## config.mk

```make
export PLATFORM = sky130hd
export DESIGN_NAME = cart_header_snoop
export DESIGN_NICKNAME = d
export VERILOG_FILES = /design/src/rtl/cart_pkg.sv /design/src/rtl/cart_hdr_cksum.sv /design/src/rtl/cart_header_snoop.sv
export SDC_FILE = /design/constraint.sdc
export NUM_CORES = 1
export LEC_CHECK = 0
export CAP_MARGIN = 10
export CORE_ASPECT_RATIO = 0.6
export CORE_MARGIN = 2
export CORE_UTILIZATION = 46
export CTS_BUF_LIST = sky130_fd_sc_hd__clkbuf_8
export DETAILED_ROUTE_END_ITERATION = 10
export PLACE_DENSITY = 0.84
export SYNTH_ARGS = -nofsm -noshare
export SYNTH_HDL_FRONTEND = slang
export SYNTH_SLANG_ARGS = --single-unit
```

## constraint.sdc

```tcl
create_clock -name clk -period 2.5 [get_ports clk]
set_clock_uncertainty 0.15 [all_clocks]
set_input_delay 0.625 -clock clk [delete_from_list [all_inputs] [get_ports clk]]
set_output_delay 0.625 -clock clk [all_outputs]
set_load 0.05 [all_outputs]
```

## src/rtl/cart_pkg.sv

```systemverilog
// Shared cartridge header definitions: header offsets, snoop FSM states and size-code limits.
package cart_pkg;

   localparam logic [14:0] HDR_FIRST = 15'h134;
   localparam logic [14:0] HDR_TYPE  = 15'h147;
   localparam logic [14:0] HDR_ROM   = 15'h148;
   localparam logic [14:0] HDR_RAM   = 15'h149;
   localparam logic [14:0] HDR_CK    = 15'h14D;

   localparam logic [7:0] ROM_SIZE_MAX = 8'd6;
   localparam logic [7:0] RAM_SIZE_MAX = 8'd3;

   typedef enum logic [1:0] {IDLE, COLLECT, DONE, FAIL} hdr_state_t;

   function automatic logic in_hdr(input logic [14:0] a);
      return (a >= HDR_FIRST) && (a <= HDR_CK);
   endfunction

endpackage

```

## src/rtl/cart_hdr_cksum.sv

```systemverilog
// Header checksum accumulator over 0x134..0x14C with first-read-only seen mask.
// Compiled only when CART_HDR_CHECKSUM_EN is defined.
`ifdef CART_HDR_CHECKSUM_EN
module cart_hdr_cksum (
   input  logic       clk,
   input  logic       reset_n,
   input  logic [7:0] i_byte,
   input  logic [4:0] i_idx,
   input  logic       i_stb,
   input  logic       i_clr,
   output logic [7:0] o_acc,
   output logic       o_all_seen
);

   logic [24:0] r_seen, w_seen_base, w_seen_nxt;
   logic [7:0]  r_acc, w_acc_base, w_acc_nxt;

   // Outputs look ahead to include the byte strobed this cycle, so the
   // parent can decide completion on the same edge that captures it.
   always_comb begin
      w_seen_base = i_clr ? '0 : r_seen;
      w_acc_base  = i_clr ? '0 : r_acc;
      w_seen_nxt  = w_seen_base;
      w_acc_nxt   = w_acc_base;
      if (i_stb && !w_seen_base[i_idx]) begin
         w_seen_nxt[i_idx] = 1'b1;
         w_acc_nxt         = w_acc_base - i_byte - 8'd1;
      end
   end

   always_ff @(posedge clk or negedge reset_n) begin
      if (!reset_n) begin
         r_seen <= '0;
         r_acc  <= '0;
      end else begin
         r_seen <= w_seen_nxt;
         r_acc  <= w_acc_nxt;
      end
   end

   assign o_acc      = w_acc_nxt;
   assign o_all_seen = &w_seen_nxt;

endmodule
`endif

```

## src/rtl/cart_header_snoop.sv

```systemverilog
// Passive snooper of cartridge ROM header reads; latches type/size codes and gates MBC enable.
// Optional header checksum verification: define CART_HDR_CHECKSUM_EN.
module cart_header_snoop
   import cart_pkg::*;
#(
   parameter int unsigned LOCK_ON_DONE = 1
) (
   input  logic        clk,
   input  logic        reset_n,
   input  logic [14:0] iadr,
   input  logic [7:0]  data,
   input  logic        read,
   input  logic        ics_rom,
   output logic [7:0]  cart_type,
   output logic [2:0]  rom_size,
   output logic [1:0]  ram_size,
   output logic        size_err,
   output logic        hdr_valid,
   output logic        hdr_bad,
   output logic        busy
);

   logic [14:0] r_hadr;
   logic [7:0]  r_hdata;
   logic        r_pread, r_hrom;
   hdr_state_t  r_state;
   logic [7:0]  r_type;
   logic [2:0]  r_rom;
   logic [1:0]  r_ram;
   logic        r_rom_big, r_ram_big, r_got_type, r_got_rom, r_got_ram;
   logic        r_valid, r_busy;
   logic        w_complete, w_proc, w_term, w_restart, w_take, w_all;
   logic        w_type_new, w_rom_new, w_ram_new;

   always_ff @(posedge clk or negedge reset_n) begin
      if (!reset_n) begin
         r_pread <= 1'b0;
         r_hrom  <= 1'b0;
         r_hadr  <= '0;
         r_hdata <= '0;
      end else begin
         r_pread <= read;
         if (read && ics_rom) begin
            r_hadr  <= iadr;
            r_hdata <= data;
            r_hrom  <= 1'b1;
         end else if (w_complete) begin
            r_hrom  <= 1'b0;
         end
      end
   end

   assign w_complete = r_pread && !read;
   assign w_proc     = w_complete && r_hrom && in_hdr(r_hadr);
   assign w_term     = (r_state == DONE) || (r_state == FAIL);
   assign w_restart  = w_proc && w_term && (LOCK_ON_DONE == 0) && (r_hadr == HDR_FIRST);
   assign w_take     = (w_proc && !w_term) || w_restart;

   // A restart makes every "already seen" flag read as clear for this byte.
   assign w_type_new = w_take && (r_hadr == HDR_TYPE) && !(r_got_type && !w_restart);
   assign w_rom_new  = w_take && (r_hadr == HDR_ROM)  && !(r_got_rom  && !w_restart);
   assign w_ram_new  = w_take && (r_hadr == HDR_RAM)  && !(r_got_ram  && !w_restart);

`ifdef CART_HDR_CHECKSUM_EN
   logic [7:0] r_ck, w_acc, w_ck_val;
   logic       r_seen_ck, r_bad, w_ck_new, w_all_seen, w_ok;

   // 0x134..0x14C map to 0..24 modulo 32 using only the low address bits.
   cart_hdr_cksum u_cksum (
      .clk        (clk),
      .reset_n    (reset_n),
      .i_byte     (r_hdata),
      .i_idx      (r_hadr[4:0] - 5'd20),
      .i_stb      (w_take && (r_hadr != HDR_CK)),
      .i_clr      (w_restart),
      .o_acc      (w_acc),
      .o_all_seen (w_all_seen)
   );

   assign w_ck_new = w_take && (r_hadr == HDR_CK) && !(r_seen_ck && !w_restart);
   assign w_ck_val = w_ck_new ? r_hdata : r_ck;
   assign w_all    = w_all_seen && (w_ck_new || (r_seen_ck && !w_restart));
   assign w_ok     = (w_acc == w_ck_val);
   assign hdr_bad  = r_bad;
`else
   assign w_all    = (w_type_new || (r_got_type && !w_restart)) &&
                     (w_rom_new  || (r_got_rom  && !w_restart)) &&
                     (w_ram_new  || (r_got_ram  && !w_restart));
   assign hdr_bad  = 1'b0;
`endif

   always_ff @(posedge clk or negedge reset_n) begin
      if (!reset_n) begin
         r_state    <= IDLE;
         r_type     <= '0;
         r_rom      <= '0;
         r_ram      <= '0;
         r_rom_big  <= 1'b0;
         r_ram_big  <= 1'b0;
         r_got_type <= 1'b0;
         r_got_rom  <= 1'b0;
         r_got_ram  <= 1'b0;
         r_valid    <= 1'b0;
         r_busy     <= 1'b0;
`ifdef CART_HDR_CHECKSUM_EN
         r_ck       <= '0;
         r_seen_ck  <= 1'b0;
         r_bad      <= 1'b0;
`endif
      end else begin
         if (w_restart) begin
            r_type     <= '0;
            r_rom      <= '0;
            r_ram      <= '0;
            r_rom_big  <= 1'b0;
            r_ram_big  <= 1'b0;
            r_got_type <= 1'b0;
            r_got_rom  <= 1'b0;
            r_got_ram  <= 1'b0;
`ifdef CART_HDR_CHECKSUM_EN
            r_seen_ck  <= 1'b0;
`endif
         end
         if (w_type_new) begin
            r_type     <= r_hdata;
            r_got_type <= 1'b1;
         end
         if (w_rom_new) begin
            r_rom      <= r_hdata[2:0];
            r_rom_big  <= r_hdata > ROM_SIZE_MAX;
            r_got_rom  <= 1'b1;
         end
         if (w_ram_new) begin
            r_ram      <= r_hdata[1:0];
            r_ram_big  <= r_hdata > RAM_SIZE_MAX;
            r_got_ram  <= 1'b1;
         end
`ifdef CART_HDR_CHECKSUM_EN
         if (w_ck_new) begin
            r_ck      <= r_hdata;
            r_seen_ck <= 1'b1;
         end
`endif
         if (w_take) begin
            if (w_all) begin
`ifdef CART_HDR_CHECKSUM_EN
               r_state <= w_ok ? DONE : FAIL;
               r_valid <= w_ok;
               r_bad   <= !w_ok;
`else
               r_state <= DONE;
               r_valid <= 1'b1;
`endif
               r_busy  <= 1'b0;
            end else begin
               r_state <= COLLECT;
               r_valid <= 1'b0;
               r_busy  <= 1'b1;
`ifdef CART_HDR_CHECKSUM_EN
               r_bad   <= 1'b0;
`endif
            end
         end
      end
   end

   assign cart_type = r_type;
   assign rom_size  = r_rom;
   assign ram_size  = r_ram;
   assign size_err  = r_rom_big || r_ram_big;
   assign hdr_valid = r_valid;
   assign busy      = r_busy;

endmodule

```

==> metrics.md <==
| Metric | Value |
|---|---|
| Max cap viols | `0` |
| Hpwl dp | `3.033 mm` |
| Slew headroom | `54.31%` |
| DR vias | `1,326` |
| Routed WL per cell | `16.23 um` |
| Die area | `approximately 4800 um^2` |
| Setup TNS after final layout | `-33.41 ps` |
| Tot GR Track Use | `approximately a fifth` |
| Tot Pwr | `1.713 mW` |
| Starting DRT DRC Count | `97` |
| Violated checks | `negative setup slack` |
| Standby leakage power | `1.179 nW` |
| CP required | `2530 ps` |
| ANT cells | `0` |
| CP max stage delay | `550 ps` |
| Post-synth EDFFs | `0` |
| Clock Tree Root | `clkbuf_8` |
| IO Port Bufs | `42` |
| CP Cell Sequence | `or4_4, or2_4, or3_4, nor4b_4, mux2_4` |
| Synth warn | `0` |
| Final Hold Fails | `0` |
| Worst setup EP type | `flop` |
| Setup ws final | `-16.58 ps` |
| Mapped cell area | `between 1500 and 2000 um^2` |
| Seq pwr share | `49.2%` |
| DP Area | `~2500 um^2` |
| Crit path DAT | `2550 ps` |
| Sinks on Clock Net | `45` |
| Maximum VDD drop | `about 310 uV` |
| Critical path class | `flop to flop` |
| Library cells used by synthesis | `33` |
| P&R area growth vs syn | `40.12%` |
| Sequential area share after synthesis | `between 50 and 60%` |
| Post-place setup slack | `-501.7 ps` |
| Largest net degree at the start of global routing | `33` |
| Num CTS Buffers | `5` |
| Initial core utilization | `47.51%` |
| Layout cells sized above 1 | `38.07%` |
| P_sw | `0.3972 mW` |
| CTS HTree Levels | `2` |
| Post-route ant nets | `0` |
| Period utilization | `100.7%` |
| Min-Delay Path Class | `input port to async pin` |
| Max Fclk | `397.4 MHz` |
| CTS tree | `yes` |
| Setup violations, final | `3` |
| Logic gate share of total power | `13.2%` |
| Final Max Tran Viols | `0` |
| FF+latch count, synth | `45` |
| Clock-pin slew on the worst setup and hold paths | `roughly 80 ps` |
| Site row count | `18` |
| Hold slack | `211.0 ps` |
| Die extent in x | `87.77 um` |
| DRC | `0` |
| Status | `finished, violations left` |
| Pint | `1.316 mW` |
| GRT overflow | `0` |
| Slowest cell on crit path | `or4_4` |
| Max clock buf depth | `2` |
| GPL Wtd Cong | `0.8515` |
| Synth async-reset ratio | `100.0%` |
| IO Count | `44` |
| Vias in the first global route | `1,318` |
| Core Area | `4076 um^2` |
| Min Tclk post-route | `2517 ps` |
| Vias/cell | `5.160` |
| Syn Nets | `about 160` |
| Routed WL | `4.171 mm` |
| DRT Pass-1 Iters | `4` |
| First-pass GRT wire length | `6.486 mm` |
| Unrepaired setup endpoints after global routing | `yes` |
| Power share of the clock group | `37.6%` |
| Final #Nets | `around 220` |
| Syn Area/Cell | `14.14 um^2` |
| Pwr dens | `631.3 nW/um^2` |
| Antenna violations before repair | `0` |
| Worst setup SP type | `flop` |
| Clock latency on the worst-skew pair | `around 300 ps` |
| Switching Share | `23.18%` |
| CP Max Fanout | `4` |
| Worst R2R Path Depth | `5` |
| Top_reg_cell synth | `dfrtp_1` |
| Design Area, Final | `2714 um^2` |
| Die Span Y | `roughly 54 um` |
| Slew @ Worst Pin | `685.4 ps` |
| Syn Inst Count | `137` |
-- flip-flops by register name (all words and copies together) (netlist names) --
signal and count:
r_ram_big 1, r_hrom 1, r_pread 1, hdr_valid 1
r_hdata 8, r_got_type 1, rom_size 3, r_hadr 15
r_rom_big 1, ram_size 2, cart_type 8, r_got_rom 1
r_state 1, r_got_ram 1
-- layout by cell type (no fill, tap or decap), types with 2 or more instances in the layout --
master	instances
nand2_1	5
or2_2	3
dfrtp_1	45
mux2_2	32
or4bb_1	2
clkbuf_8	5
o211ai_1	2
nor2_1	4
nor4_1	2
clkdlybuf4s50_1	40
buf_4	12
inv_1	4
mux2_4	7
or3_4	2
o21ai_0	2
or3_1	2
bufinv_16	2
nand3_1	2
nor3_1	2
-- what timing repair did --
item | 4_1_cts | 5_1_grt
hold buffers | 0 | 0
pin swaps | 5 | 4
buffers inserted | 3 | 0
setup endpoints to repair | 8 | 9
resized for setup | 5 | 8
gates cloned | 0 | 0
-- worst max-delay path: cells and delay by family (launching register included) --
family / cells / cell delay, ps
flops: 1 / 390
mux: 1 / 340
simple gates: 4 / 1530
-- metrics by stage --
| stage | util (%) | instances |
|---|---|---|
| floorplan | - | 137 |
| global placement | 61.33 | 246 |
| detailed placement | 61.33 | 246 |
| CTS | 65.53 | 257 |
| global route | 66.57 | 257 |
| finish | 66.57 | 257 |
-- synth_stat cells (2+ instances only) --
| library cell | instances | share of area (%) |
|---|---|---|
| buf_1 | 2 | 0.39 |
| dfrtp_1 | 45 | 58 |
| inv_1 | 4 | 0.77 |
| mux2_2 | 39 | 23 |
| nand2_1 | 5 | 0.97 |
| nand3_1 | 2 | 0.52 |
| nor2_1 | 4 | 0.77 |
| nor3_1 | 2 | 0.52 |
| nor4_1 | 3 | 0.97 |
| o211ai_1 | 2 | 0.77 |
| o21ai_0 | 2 | 0.52 |
| or2_2 | 3 | 0.97 |
| or3_1 | 3 | 0.97 |
| or4bb_1 | 2 | 1.2 |
-- final cells by class --
class / count / area (um^2)
clock buffers: 5 / 68.82
well taps: 60 / 75.07
fillers: 289 / 1363
inverters: 4 / 15.01
clock inverters: 3 / 65.06
multi-input cells: 85 / 839.6
repair buffers: 55 / 524.3
flip-flops and latches: 45 / 1126
-- worst paths after layout --
| kind | start | end | slack, ps |
|---|---|---|---|
| max in group asynchronous | reset_n | cart_type[7] | 1330 |
| min reg2reg | r_pread | r_hrom | 320 |
| min in group clk | r_pread | r_hrom | 320 |
| max reg2reg | r_hadr[11] | ram_size[1] | -20 |
| max | r_hadr[11] | ram_size[1] | -20 |
| min | reset_n | r_pread | 210 |
-- per-layer routing --
metal | vias up | track usage, % | wire (um)
met3 | 7 | 4.977 | 267
met2 | 58 | 29.04 | 1816
li1 | 617 | - | -
met1 | 644 | 26.24 | 2027
met5 | - | 0 | 0
met4 | 0 | 6.923 | 60
-- kinds of logic (layout without fill, tap and decap cells) --
| family | after synthesis | after routing | synth area share, % |
|---|---|---|---|
| buffers and inverters | 7 | 67 | 1.550 |
| muxes | 39 | 39 | 22.67 |
| other | 1 | 1 | 0.1936 |
| DFF | 45 | 45 | 58.14 |
| AOI/OAI and AO/OA | 12 | 12 | 5.039 |
| and+or+nand+nor | 33 | 33 | 12.40 |
-- power by group through the flow --
| stage | combinational, mW | clock (mW) | sequential (mW) |
|---|---|---|---|
| global placement | 0.209 | 0 | 0.849 |
| finish | 0.225 | 0.645 | 0.843 |
| detailed placement | 0.220 | 0 | 0.856 |
| CTS | 0.223 | 0.656 | 0.841 |
| floorplan | 0.108 | 0 | 0.848 |
| global route | 0.246 | 0.687 | 0.851 |
(Power assumes the default switching activity.)
